===== config.mk =====
export PLATFORM = sky130hd
export DESIGN_NAME = mul_div_unit
export DESIGN_NICKNAME = d
export VERILOG_FILES = /design/src/rtl/mul_div_unit.sv
export SDC_FILE = /design/constraint.sdc
export NUM_CORES = 1
export LEC_CHECK = 0
export CORE_MARGIN = 8
export CORE_UTILIZATION = 35
export DETAILED_ROUTE_END_ITERATION = 16
export GPL_TIMING_DRIVEN = 0
export SYNTH_ARGS = -nofsm -noshare
export SYNTH_HDL_FRONTEND = slang
export SYNTH_SLANG_ARGS = --single-unit
export TNS_END_PERCENT = 1

===== constraint.sdc =====
create_clock -name i_clk -period 6.25 [get_ports i_clk]
set_clock_uncertainty 0.15 [all_clocks]
set_input_delay 0.9375 -clock i_clk [delete_from_list [all_inputs] [get_ports i_clk]]
set_output_delay 0.9375 -clock i_clk [all_outputs]
set_load 0.02 [all_outputs]

===== src/rtl/mul_div_unit.sv =====
// mul_div_unit: iterative MULT/MULTU/DIV/DIVU unit that writes the HI/LO registers.
// The unit computes one result bit per cycle: WIDTH cycles of CALC, then one FIX cycle
// that applies signs and writes HI/LO.
// The stall output holds back MFHI/MFLO in EX until a pending result has been written.
// Build option MDU_DIV_EN: when defined, the restoring divider is included.
// When MDU_DIV_EN is undefined, a start with op[1] = 1 is ignored and
// o_div_by_zero is tied to 0.
module mul_div_unit #(
    parameter int WIDTH = 32
) (
    input  logic             i_clk,
    input  logic             i_rst_n,
    input  logic             i_start,
    input  logic [1:0]       i_op,
    input  logic [WIDTH-1:0] i_a,
    input  logic [WIDTH-1:0] i_b,
    input  logic             i_rd_hilo,
    output logic             o_busy,
    output logic             o_done,
    output logic             o_div_by_zero,
    output logic [WIDTH-1:0] o_hi,
    output logic [WIDTH-1:0] o_lo,
    output logic             o_stall
);

    localparam int CW = $clog2(WIDTH + 1);

    typedef enum logic [1:0] {
        S_IDLE = 2'd0,
        S_CALC = 2'd1,
        S_FIX  = 2'd2
    } state_t;

    state_t             r_state;
    state_t             w_state_next;
    logic [CW-1:0]      r_count;
    // Multiply: {partial product, remaining multiplier bits}.
    // Divide:   {partial remainder, dividend bits shifting into quotient bits}.
    logic [2*WIDTH-1:0] r_acc;
    logic [WIDTH-1:0]   r_b_mag;
    logic               r_neg_q;
    logic               r_busy;
    logic               r_done;
    logic [WIDTH-1:0]   r_hi;
    logic [WIDTH-1:0]   r_lo;

    logic               w_a_neg;
    logic               w_b_neg;
    logic [WIDTH-1:0]   w_a_mag;
    logic [WIDTH-1:0]   w_b_mag;
    logic               w_op_ok;
    logic               w_accept;
    logic [WIDTH:0]     w_msum;
    logic [2*WIDTH-1:0] w_mstep;
    logic [2*WIDTH-1:0] w_step;
    logic [2*WIDTH-1:0] w_prod;
    logic [WIDTH-1:0]   w_fix_hi;
    logic [WIDTH-1:0]   w_fix_lo;

`ifdef MDU_DIV_EN
    logic               r_is_div;
    logic               r_neg_r;
    logic               r_b_zero;
    logic               r_dbz;
    logic [WIDTH-1:0]   r_a_raw;
    logic [WIDTH:0]     w_dshift;
    logic [WIDTH:0]     w_dtrial;
    logic [2*WIDTH-1:0] w_dstep;
    logic [WIDTH-1:0]   w_quot;
    logic [WIDTH-1:0]   w_rem;
    logic               w_fix_dbz;
`endif

    // Operand signs only matter for the signed ops (op[0] = 1).
    assign w_a_neg = i_op[0] & i_a[WIDTH-1];
    assign w_b_neg = i_op[0] & i_b[WIDTH-1];
    assign w_a_mag = w_a_neg ? -i_a : i_a;
    assign w_b_mag = w_b_neg ? -i_b : i_b;

`ifdef MDU_DIV_EN
    assign w_op_ok = 1'b1;
`else
    assign w_op_ok = ~i_op[1];
`endif

    assign w_accept = (r_state == S_IDLE) & i_start & w_op_ok;

    // Hold MFHI/MFLO while a result is pending or about to be started.
    assign o_stall = i_rd_hilo & (r_busy | (i_start & ~r_busy));

    // Shift-add step: add the multiplicand when the current multiplier bit is set.
    assign w_msum  = {1'b0, r_acc[2*WIDTH-1:WIDTH]}
                   + (r_acc[0] ? {1'b0, r_b_mag} : {(WIDTH+1){1'b0}});
    assign w_mstep = {w_msum, r_acc[WIDTH-1:1]};
    assign w_prod  = r_neg_q ? -r_acc : r_acc;

`ifdef MDU_DIV_EN
    // Restoring step: shift in the next dividend bit.
    // Keep the subtraction only when it does not borrow.
    assign w_dshift = {r_acc[2*WIDTH-1:WIDTH], r_acc[WIDTH-1]};
    assign w_dtrial = w_dshift - {1'b0, r_b_mag};
    assign w_dstep  = w_dtrial[WIDTH]
                    ? {w_dshift[WIDTH-1:0], r_acc[WIDTH-2:0], 1'b0}
                    : {w_dtrial[WIDTH-1:0], r_acc[WIDTH-2:0], 1'b1};
    assign w_quot   = r_acc[WIDTH-1:0];
    assign w_rem    = r_acc[2*WIDTH-1:WIDTH];
    assign w_step   = r_is_div ? w_dstep : w_mstep;
`else
    assign w_step   = w_mstep;
`endif

    // State register.
    always_ff @(posedge i_clk or negedge i_rst_n) begin
        if (!i_rst_n) begin
            r_state <= S_IDLE;
        end else begin
            r_state <= w_state_next;
        end
    end

    // Next-state logic and the sign-corrected values that FIX writes into HI/LO.
    always_comb begin
        w_state_next = r_state;
        w_fix_hi     = w_prod[2*WIDTH-1:WIDTH];
        w_fix_lo     = w_prod[WIDTH-1:0];
`ifdef MDU_DIV_EN
        w_fix_dbz    = 1'b0;
        if (r_is_div) begin
            if (r_b_zero) begin
                w_fix_hi  = r_a_raw;
                w_fix_lo  = {WIDTH{1'b1}};
                w_fix_dbz = 1'b1;
            end else begin
                w_fix_lo  = r_neg_q ? -w_quot : w_quot;
                w_fix_hi  = r_neg_r ? -w_rem : w_rem;
            end
        end
`endif
        case (r_state)
            S_IDLE:  if (w_accept) w_state_next = S_CALC;
            S_CALC:  if (r_count == CW'(1)) w_state_next = S_FIX;
            S_FIX:   w_state_next = S_IDLE;
            default: w_state_next = S_IDLE;
        endcase
    end

    // Datapath: latch operands on start, iterate in CALC, commit HI/LO in FIX.
    always_ff @(posedge i_clk or negedge i_rst_n) begin
        if (!i_rst_n) begin
            r_count  <= '0;
            r_acc    <= '0;
            r_b_mag  <= '0;
            r_neg_q  <= 1'b0;
            r_busy   <= 1'b0;
            r_done   <= 1'b0;
            r_hi     <= '0;
            r_lo     <= '0;
`ifdef MDU_DIV_EN
            r_is_div <= 1'b0;
            r_neg_r  <= 1'b0;
            r_b_zero <= 1'b0;
            r_dbz    <= 1'b0;
            r_a_raw  <= '0;
`endif
        end else begin
            r_done <= 1'b0;
            case (r_state)
                S_IDLE: begin
                    if (w_accept) begin
                        r_acc    <= {{WIDTH{1'b0}}, w_a_mag};
                        r_b_mag  <= w_b_mag;
                        r_neg_q  <= w_a_neg ^ w_b_neg;
                        r_count  <= CW'(WIDTH);
                        r_busy   <= 1'b1;
`ifdef MDU_DIV_EN
                        r_is_div <= i_op[1];
                        r_neg_r  <= w_a_neg;
                        r_b_zero <= (i_b == '0);
                        r_a_raw  <= i_a;
                        r_dbz    <= 1'b0;
`endif
                    end
                end
                S_CALC: begin
                    r_acc   <= w_step;
                    r_count <= r_count - CW'(1);
                end
                S_FIX: begin
                    r_hi   <= w_fix_hi;
                    r_lo   <= w_fix_lo;
                    r_done <= 1'b1;
                    r_busy <= 1'b0;
`ifdef MDU_DIV_EN
                    r_dbz  <= w_fix_dbz;
`endif
                end
                default: ;
            endcase
        end
    end

    assign o_busy = r_busy;
    assign o_done = r_done;
    assign o_hi   = r_hi;
    assign o_lo   = r_lo;
`ifdef MDU_DIV_EN
    assign o_div_by_zero = r_dbz;
`else
    assign o_div_by_zero = 1'b0;
`endif

endmodule


==> flow_summary.json, run 1 <==
{
  "outcome": "completed",
  "io_buffer_count": 135,
  "io_pins": 138,
  "syn-num-nets": 1380,
  "r2r_slack_ns": 2.27,
  "initial_core_util_pct": 35.55,
  "cp-end-kind": "register",
  "antenna_found_initial": 0,
  "fp-row-count": 64,
  "arrival_ns": 4.18,
  "synth.distinct_cells": 66,
  "critical_path_class": "register to register",
  "hold_start": "r_b_mag[3]",
  "via_per_inst": 5.385,
  "drt-initial-drc-count": 728,
  "syn2layout_area_growth_pct": 22.78,
  "syn_inst": 1272,
  "synthesis.area_sq_um": 10880,
  "grt_pass1_wl_um": 53430,
  "fmax_mhz": 251.3,
  "yosys.area.top_type": "dfrtp_1",
  "first_global_vias": 9620,
  "fin_crit_sh_pct": 63.66,
  "h-tree-depth": 4,
  "final_nets": 1535,
  "track_usage_pct": 18.18,
  "die_w_um": 192.3,
  "clk_latency_ns": 0.44,
  "place_congestion": 0.9089,
  "synth_area_leaders": "dfrtp_1 (39%), o21ai_0 (9.2%), xor2_1 (8.3%)",
  "ys_seq_elements": 171,
  "coreArea_sq_um": 30590,
  "slew_headroom_pct": 16.00,
  "ys_seq_area_share_pct": 39.35,
  "worst_ep_required_time_ns": 6.45,
  "cts_tree": "done",
  "setup.worst_path.start_class": "register",
  "synth_enable_flop_cells": 0,
  "hold_path_class": "register to register",
  "power.density_nw_per_um2": 457.0,
  "postRouteWirelength_um": 33580,
  "dieArea_sq_um": 36970,
  "finalNonFillerCells": 1836,
  "fillers": 3063,
  "grt_max_degree": 108,
  "holdPathStages": 2,
  "r2r-end": "r_acc[63]",
  "setup-violations-final": 0,
  "synth.top_cell.area_share_pct": 39.35,
  "first_pass_iters": 5,
  "critPathLaunch": "r_acc[0]",
  "vias": 9886,
  "whs_ns": 0.3255,
  "cp_max_fo": 10,
  "yosys_warnings": 0,
  "root_buffer": "clkbuf_16",
  "routedWlPerCell_um": 18.29,
  "cts_hold_buf": 0,
  "async_reset_ff_share_pct": 100.0,
  "post-cts-setup-buffers": 0,
  "drcViolationCount": 0,
  "clk_path_buf_depth": 2,
  "tightest_slew_ns": 1.250,
  "hpwl_um": 26680,
  "period_needed_ns": 3.979,
  "clkSinkCount": 171,
  "clk_pin_slew_worst_paths_ns": 0.07,
  "hold_viol_final": 0,
  "reg2regPathDepth": 12,
  "vdd_drop_max_mv": 0.2435,
  "ant_nets": 0,
  "placed_cells": 1804,
  "drive_gt1_share_pct": 3.819,
  "post-route-util_pct": 43.65,
  "min_to": "r_b_mag[3]",
  "rsz0062_at_grt": "false",
  "grt-ovfl-total": 0,
  "diodes": 0,
  "cts_inserted_buffers": 17,
  "final-max-slew-violation-count": 0,
  "r2r_start": "r_acc[0]",
  "synth_ff_type": "dfrtp_1",
  "avgSynthCellArea_sq_um": 8.550,
  "cap_violations": 0,
  "cts.repair.resized": 0,
  "die-height_um": 192.3,
  "p_leak_uw": 0.005468
}
[how the worst max path moves through the flow]
stage	slack, ns	end
6_report	2.27	r_acc[63]
3_3_place_gp	-3.22	o_hi[22]
2_1_floorplan	2.72	r_acc[30]
5_1_grt	2.00	r_acc[55]
3_5_place_dp	1.93	r_acc[30]
4_1_cts	2.30	r_acc[63]
[layout make-up]
class / instances / area (sq um) / share of cell area, %
Inverter: 23 / 86.33 / 0.6466
Clock inverter: 15 / 172.7 / 1.293
Buffer: 72 / 274.0 / 2.052
Tap cell: 396 / 495.5 / 3.711
Sequential cell: 171 / 4279 / 32.05
Timing Repair Buffer: 136 / 1384 / 10.36
Multi-Input combinational cell: 1006 / 6236 / 46.70
Clock buffer: 17 / 425.4 / 3.186
[cells by family after synthesis]
group | count (synthesis) | synth area share (%)
adder cells (fa/ha/maj) | 38 | 4.441
multiplexers | 2 | 0.1841
AO/OA/AOI/OAI | 402 | 22.25
other | 1 | 0.03448
AND/OR/NAND/NOR | 422 | 19.08
buffers and inverters | 95 | 3.313
flip-flops | 171 | 39.35
XOR/XNOR | 141 | 11.36
[sequential cells by signal, indices dropped and copies added, names as in the netlist]
register	count
o_done	1
o_hi	32
r_acc	64
o_busy	1
r_neg_q	1
o_lo	32
r_count	6
r_b_mag	32
r_state	2
[per-stage QoR]
step,power [uW],instance area [sq um],setup WS (ns),setup TNS (ns)
global route,6591,13350,2.001,0
detailed placement,5038,12750,1.928,0
global placement,4986,12720,-3.215,-546.65
floorplan,3848,10880,2.719,0
finish,6102,13350,2.271,0
CTS,6143,13350,2.296,0
[power breakdown]
group,internal [uW],total [uW],switching [uW]
logic,1190,2890,1710
clock network,573,1090,519
registers,1590,2120,522
total,3360,6100,2750
[critical path, stage by stage (launching register included)]
cell       delay [ns]
dfrtp_1          0.63
clkbuf_1         0.36
and2_1           0.19
ha_1             0.19
inv_1            0.06
fa_1             0.39
nor2b_1          0.17
o2111ai_1        0.18
a211oi_1         0.53
o21bai_1         0.20
o31ai_1          0.52
a31oi_1          0.17
nor2_1           0.16
[layer usage]
layer | up-vias | part of all wire, % | wire, um | GRT usage [%]
met3 | 33 | 6.9 | 2322 | 3.542
met5 | - | 0 | 0 | 0
met4 | 0 | 1.3 | 429 | 4.700
met2 | 301 | 44 | 14840 | 27.95
met1 | 4689 | 48 | 15990 | 25.80
li1 | 4863 | - | - | -
[placed cells by master, fill, tap and decap left out, types with 14 or more instances in the layout]
cell type	instances
and2_1	35
clkbuf_1	66
nor2_1	49
a22oi_1	24
clkdlybuf4s50_1	134
a21oi_1	60
inv_1	23
xnor2_1	38
ha_1	37
clkbuf_16	17
nand2_1	191
o41ai_1	14
nand3_1	28
o31ai_1	31
or3_1	19
nor3_1	22
o21ai_0	200
dfrtp_1	171
xor2_1	103
[cells in the mapped netlist, types with 11 or more instances]
| master | number |
|---|---|
| nand2b_1 | 12 |
| ha_1 | 37 |
| xor2_1 | 103 |
| nand2_1 | 191 |
| a22oi_1 | 24 |
| nor3_1 | 22 |
| clkbuf_1 | 66 |
| o31ai_1 | 31 |
| o41ai_1 | 14 |
| and2_1 | 35 |
| nor2_1 | 49 |
| a21oi_1 | 60 |
| inv_1 | 23 |
| o21ai_0 | 200 |
| xnor2_1 | 38 |
| or3_1 | 19 |
| dfrtp_1 | 171 |
| nor4_1 | 11 |
| nand3_1 | 28 |
Power figures use the tool's default switching activity.
==> inputs of run 2 (changes only) <==
- clock period: 6.25 -> 4.07 ns (I/O delays scaled with it)
==> run 2 against run 1 <==
Against the previous run:
- final area is essentially flat
- maximum frequency increased by 3.8%
- core utilization is essentially flat
- final cell count stayed put
- critical path depth unchanged
- sequential share of layout area hardly changed
- hold slack got worse by 0.24 ns
- register-to-register slack got worse by 2.0 ns
- sequential power is 53% higher
- worst setup slack got worse by 2.0 ns
- critical endpoint is now r_acc[61]
==> flow_summary.json, run 2 (synthesis results as in run 1) <==
{
  "clk_latency_ns": 0.44,
  "diodes": 0,
  "cap_violations": 0,
  "placed_cells": 1804,
  "p_leak_uw": 0.005473,
  "clk_pin_slew_worst_paths_ns": 0.08,
  "ant_nets": 0,
  "final_nets": 1535,
  "grt_pass1_wl_um": 53430,
  "io_pins": 138,
  "antenna_found_initial": 0,
  "root_buffer": "clkbuf_16",
  "fmax_mhz": 260.8,
  "hold_path_class": "input port to async pin",
  "drt-initial-drc-count": 733,
  "finalNonFillerCells": 1836,
  "via_per_inst": 5.371,
  "outcome": "completed",
  "hold_viol_final": 0,
  "cp_max_fo": 10,
  "rsz0062_at_grt": "false",
  "grt-ovfl-total": 0,
  "cts_hold_buf": 0,
  "postRouteWirelength_um": 33550,
  "track_usage_pct": 18.18,
  "fillers": 3061,
  "syn2layout_area_growth_pct": 22.84,
  "drive_gt1_share_pct": 3.958,
  "initial_core_util_pct": 35.55,
  "grt_max_degree": 108,
  "vdd_drop_max_mv": 0.3736,
  "arrival_ns": 3.99,
  "fin_crit_sh_pct": 94.21,
  "hpwl_um": 26680,
  "layout_common_cells": "o21ai_0 (200), nand2_1 (191), dfrtp_1 (171)",
  "drcViolationCount": 0,
  "power.density_nw_per_um2": 701.8,
  "io_buffer_count": 135,
  "first_pass_iters": 5,
  "dieArea_sq_um": 36970,
  "slew_headroom_pct": 11.35,
  "cts_inserted_buffers": 17,
  "die_w_um": 192.3,
  "period_needed_ns": 3.835,
  "largest_reg_flops": 64,
  "setup.worst_path.start_class": "register",
  "place_congestion": 0.9089,
  "die-height_um": 192.3,
  "cts_tree": "done",
  "first_global_vias": 9620,
  "coreArea_sq_um": 30590,
  "r2r_slack_ns": 0.24,
  "fp-row-count": 64,
  "p_total_uw": 9375,
  "clkSinkCount": 171,
  "worst_ep_required_time_ns": 4.23,
  "max_flop_register": "r_acc",
  "setup-violations-final": 0,
  "h-tree-depth": 4,
  "final-max-slew-violation-count": 0,
  "critical_path_class": "register to register",
  "cp-end-kind": "register",
  "routedWlPerCell_um": 18.27,
  "clk_path_buf_depth": 2,
  "tightest_slew_ns": 1.320,
  "final_common_cell": "o21ai_0",
  "vias": 9861
}
-- run 2: cell counts in the layout (fill, tap and decap cells not counted) --
Identical to the previous run, type by type.
-- run 2: where the power goes --
group / switching [uW] / leakage (uW) / total [uW] / internal, uW
sequential: 801 / 0.00216 / 3250 / 2450
clock: 798 / 0.000292 / 1680 / 879
combinational: 2620 / 0.00302 / 4450 / 1830
total: 4220 / 0.00547 / 9370 / 5150
-- run 2: metal layers --
metal,wire length [um],global-route usage [%]
met3,2380,3.542
met4,382,4.700
met1,15900,25.80
met5,0,0
met2,14890,27.95
-- run 2: worst paths after layout --
kind / start / end / cells after the start
min reg2reg: r_b_mag[3] / r_b_mag[3] / 2
min: i_rst_n / r_b_mag[0] / 1
max in group asynchronous: i_rst_n / o_hi[15] / 2
min in group i_clk: r_b_mag[3] / r_b_mag[3] / 2
max reg2reg: r_acc[0] / r_acc[61] / 12
max: r_acc[0] / r_acc[61] / 12
-- run 2: metrics by stage --
step	area (sq um)	utilization [%]	hold WS (ns)	setup TNS, ns	setup WS [ns]
final	13360	43.67	0.08513	0	0.2355
after global routing	13360	43.67	0.1467	0	0.05353
after CTS	13350	43.65	0.1272	0	0.1163
after detailed placement	12750	41.70	0.3132	0	0.07534
after global placement	12720	41.59	0.3051	-863.51	-5.068
after floorplan	10880	-	0.1649	0	0.8658
-- run 2: cell type report --
class                   instances  area (sq um)  area share (%)
flip-flops and latches        171          4279           32.03
clock inverters                15         172.7           1.292
multi-input cells            1006          6241           46.72
inverters                      23         86.33          0.6462
well taps                     396         495.5           3.709
clock buffers                  17         425.4           3.184
plain buffers                  72         275.3           2.060
repair buffers                136          1384           10.36
-- run 2: critical path: stages, from the launching register on --
cell and delay, ns:
dfrtp_1 0.63, clkbuf_2 0.29, and2_1 0.16, ha_1 0.18
inv_1 0.06, fa_1 0.39, nor2b_1 0.17, o2111ai_1 0.18
a21oi_1 0.27, a31oi_1 0.28, o21a_1 0.34, and4_1 0.22
or3_1 0.38
-- run 2: repair_timing --
action,CTS,global route
gates resized for setup,0,3
buffers inserted,0,0
endpoints found under the setup margin,0,3
endpoints found under the hold margin,0,0
==> inputs of run 3 (changes only) <==
- DONT_BUFFER_PORTS: not set -> 1
- GPL_TIMING_DRIVEN: 0 -> 1
==> run 3 against run 2 <==
Against the previous run:
- the flow now finishes with violations (negative hold slack)
- worst setup slack improved by 0.60 ns
- power is 7.5% lower
- global-route usage is 1.2 points lower
- clock power hardly changed
- count of clock-buffer cells in the layout is 2 higher
- die area stayed put
- routed wire length is 6.9% lower
- via count shrank 7.5%
- largest power group is now registers
==> flow_summary.json, run 3 (synthesis results as in run 1) <==
{
  "final_nets": 1340,
  "period_needed_ns": 3.239,
  "grt_pass1_wl_um": 49740,
  "cts.repair.resized": 0,
  "via_per_inst": 5.561,
  "cts_tree": "done",
  "first_pass_iters": 5,
  "track_usage_pct": 16.97,
  "drcViolationCount": 0,
  "io_pins": 138,
  "layout_common_cells": "o21ai_0 (200), nand2_1 (190), dfrtp_1 (171)",
  "critical_path_class": "register to register",
  "tns_ns": 0,
  "grt-ovfl-total": 0,
  "slew_headroom_pct": 33.77,
  "clkSinkCount": 171,
  "antenna_found_initial": 0,
  "fin_crit_sh_pct": 79.59,
  "fp-row-count": 64,
  "vias": 9125,
  "postRouteWirelength_um": 31220,
  "die_w_um": 192.3,
  "vdd_drop_max_mv": 0.3494,
  "tightest_slew_ns": 0.9934,
  "cp-end-kind": "register",
  "cts_inserted_buffers": 17,
  "violations": "negative hold slack",
  "routedWlPerCell_um": 19.03,
  "dieArea_sq_um": 36970,
  "p_leak_uw": 0.004927,
  "first_global_vias": 8770,
  "ant_nets": 0,
  "hpwl_um": 23640,
  "post_dp_cell_area_sq_um": 11210,
  "initial_core_util_pct": 35.55,
  "setup_ws_ns": 0.8306,
  "fmax_mhz": 308.7,
  "outcome": "finished with violations",
  "design_area_sq_um": 11800,
  "final_common_cell": "o21ai_0",
  "place_ws_ns": 0.7254,
  "hold_path_class": "input port to async pin",
  "diodes": 0,
  "place_congestion": 0.9239,
  "placed_cells": 1609,
  "post-cts-setup-buffers": 0,
  "clk_path_buf_depth": 2,
  "root_buffer": "clkbuf_16",
  "largest_reg_flops": 64,
  "clk_pin_slew_worst_paths_ns": 0.07,
  "hold_viol_final": 171,
  "setup-violations-final": 0,
  "rsz0062_at_grt": "false",
  "whs_ns": -0.2763,
  "reg2regPathDepth": 8,
  "power.density_nw_per_um2": 734.9,
  "cap_violations": 0,
  "clk_latency_ns": 0.44,
  "post-route-util_pct": 38.59,
  "max_flop_register": "r_acc",
  "coreArea_sq_um": 30590,
  "arrival_ns": 3.38,
  "drt-initial-drc-count": 701,
  "drive_gt1_share_pct": 5.382,
  "cp_max_fo": 7,
  "grt_max_degree": 172,
  "io_buffer_count": 0,
  "final-max-slew-violation-count": 0,
  "worst_ep_required_time_ns": 4.22,
  "syn2layout_area_growth_pct": 8.536,
  "die-height_um": 192.3,
  "h-tree-depth": 4,
  "setup.worst_path.start_class": "register",
  "finalNonFillerCells": 1641
}
-- run 3: per-stage QoR --
| stage | hold slack [ns] | total power, uW |
|---|---|---|
| after global placement | 0.1803 | 6914 |
| after floorplan | 0.1649 | 5909 |
| after detailed placement | 0.1796 | 6996 |
| final | -0.2763 | 8675 |
| after global routing | -0.2952 | 9379 |
| after CTS | -0.2990 | 8720 |
-- run 3: layer usage --
layer / vias up / part of all wire (%) / GRT usage [%]
li1: 4481 / - / -
met1: 4328 / 51 / 25.75
met2: 270 / 40 / 23.25
met3: 46 / 6.6 / 3.451
met4: 0 / 2.4 / 5.875
met5: - / 0 / 0
-- run 3: layout make-up --
class                      instances  area [sq um]
fill                            3176         18790
multi-input combinational       1006          6247
sequential                       171          4279
tap                              396         495.5
clock buffer                      19         442.9
clock inverter                    13         155.1
timing repair buffer              13         97.59
inverter                          23         86.33
-- run 3: final timing paths --
path,from,end,slack (ns)
max in group asynchronous,i_rst_n,r_acc[61],3.76
min reg2reg,r_b_mag[18],r_b_mag[18],0.33
max,r_acc[11],o_hi[27],0.83
max reg2reg,r_acc[11],o_hi[27],0.83
min,i_rst_n,r_acc[20],-0.28
min in group i_clk,i_a[20],r_acc[20],0.15
-- run 3: worst max-delay path, cell delays in order (launching register included) --
cell and delay [ns]:
dfrtp_1 0.43, or4_1 0.57, or3_1 0.48, nor4_2 0.33, buf_4 0.18, nand3_1 0.23, o41ai_1 0.40, xor2_1 0.22
o21ai_0 0.09
-- run 3: power breakdown --
| part | leakage (uW) | switching [uW] | internal (uW) |
|---|---|---|---|
| logic | 0.00247 | 1950 | 1300 |
| registers | 0.00216 | 1260 | 2450 |
| clock network | 0.000295 | 769 | 939 |
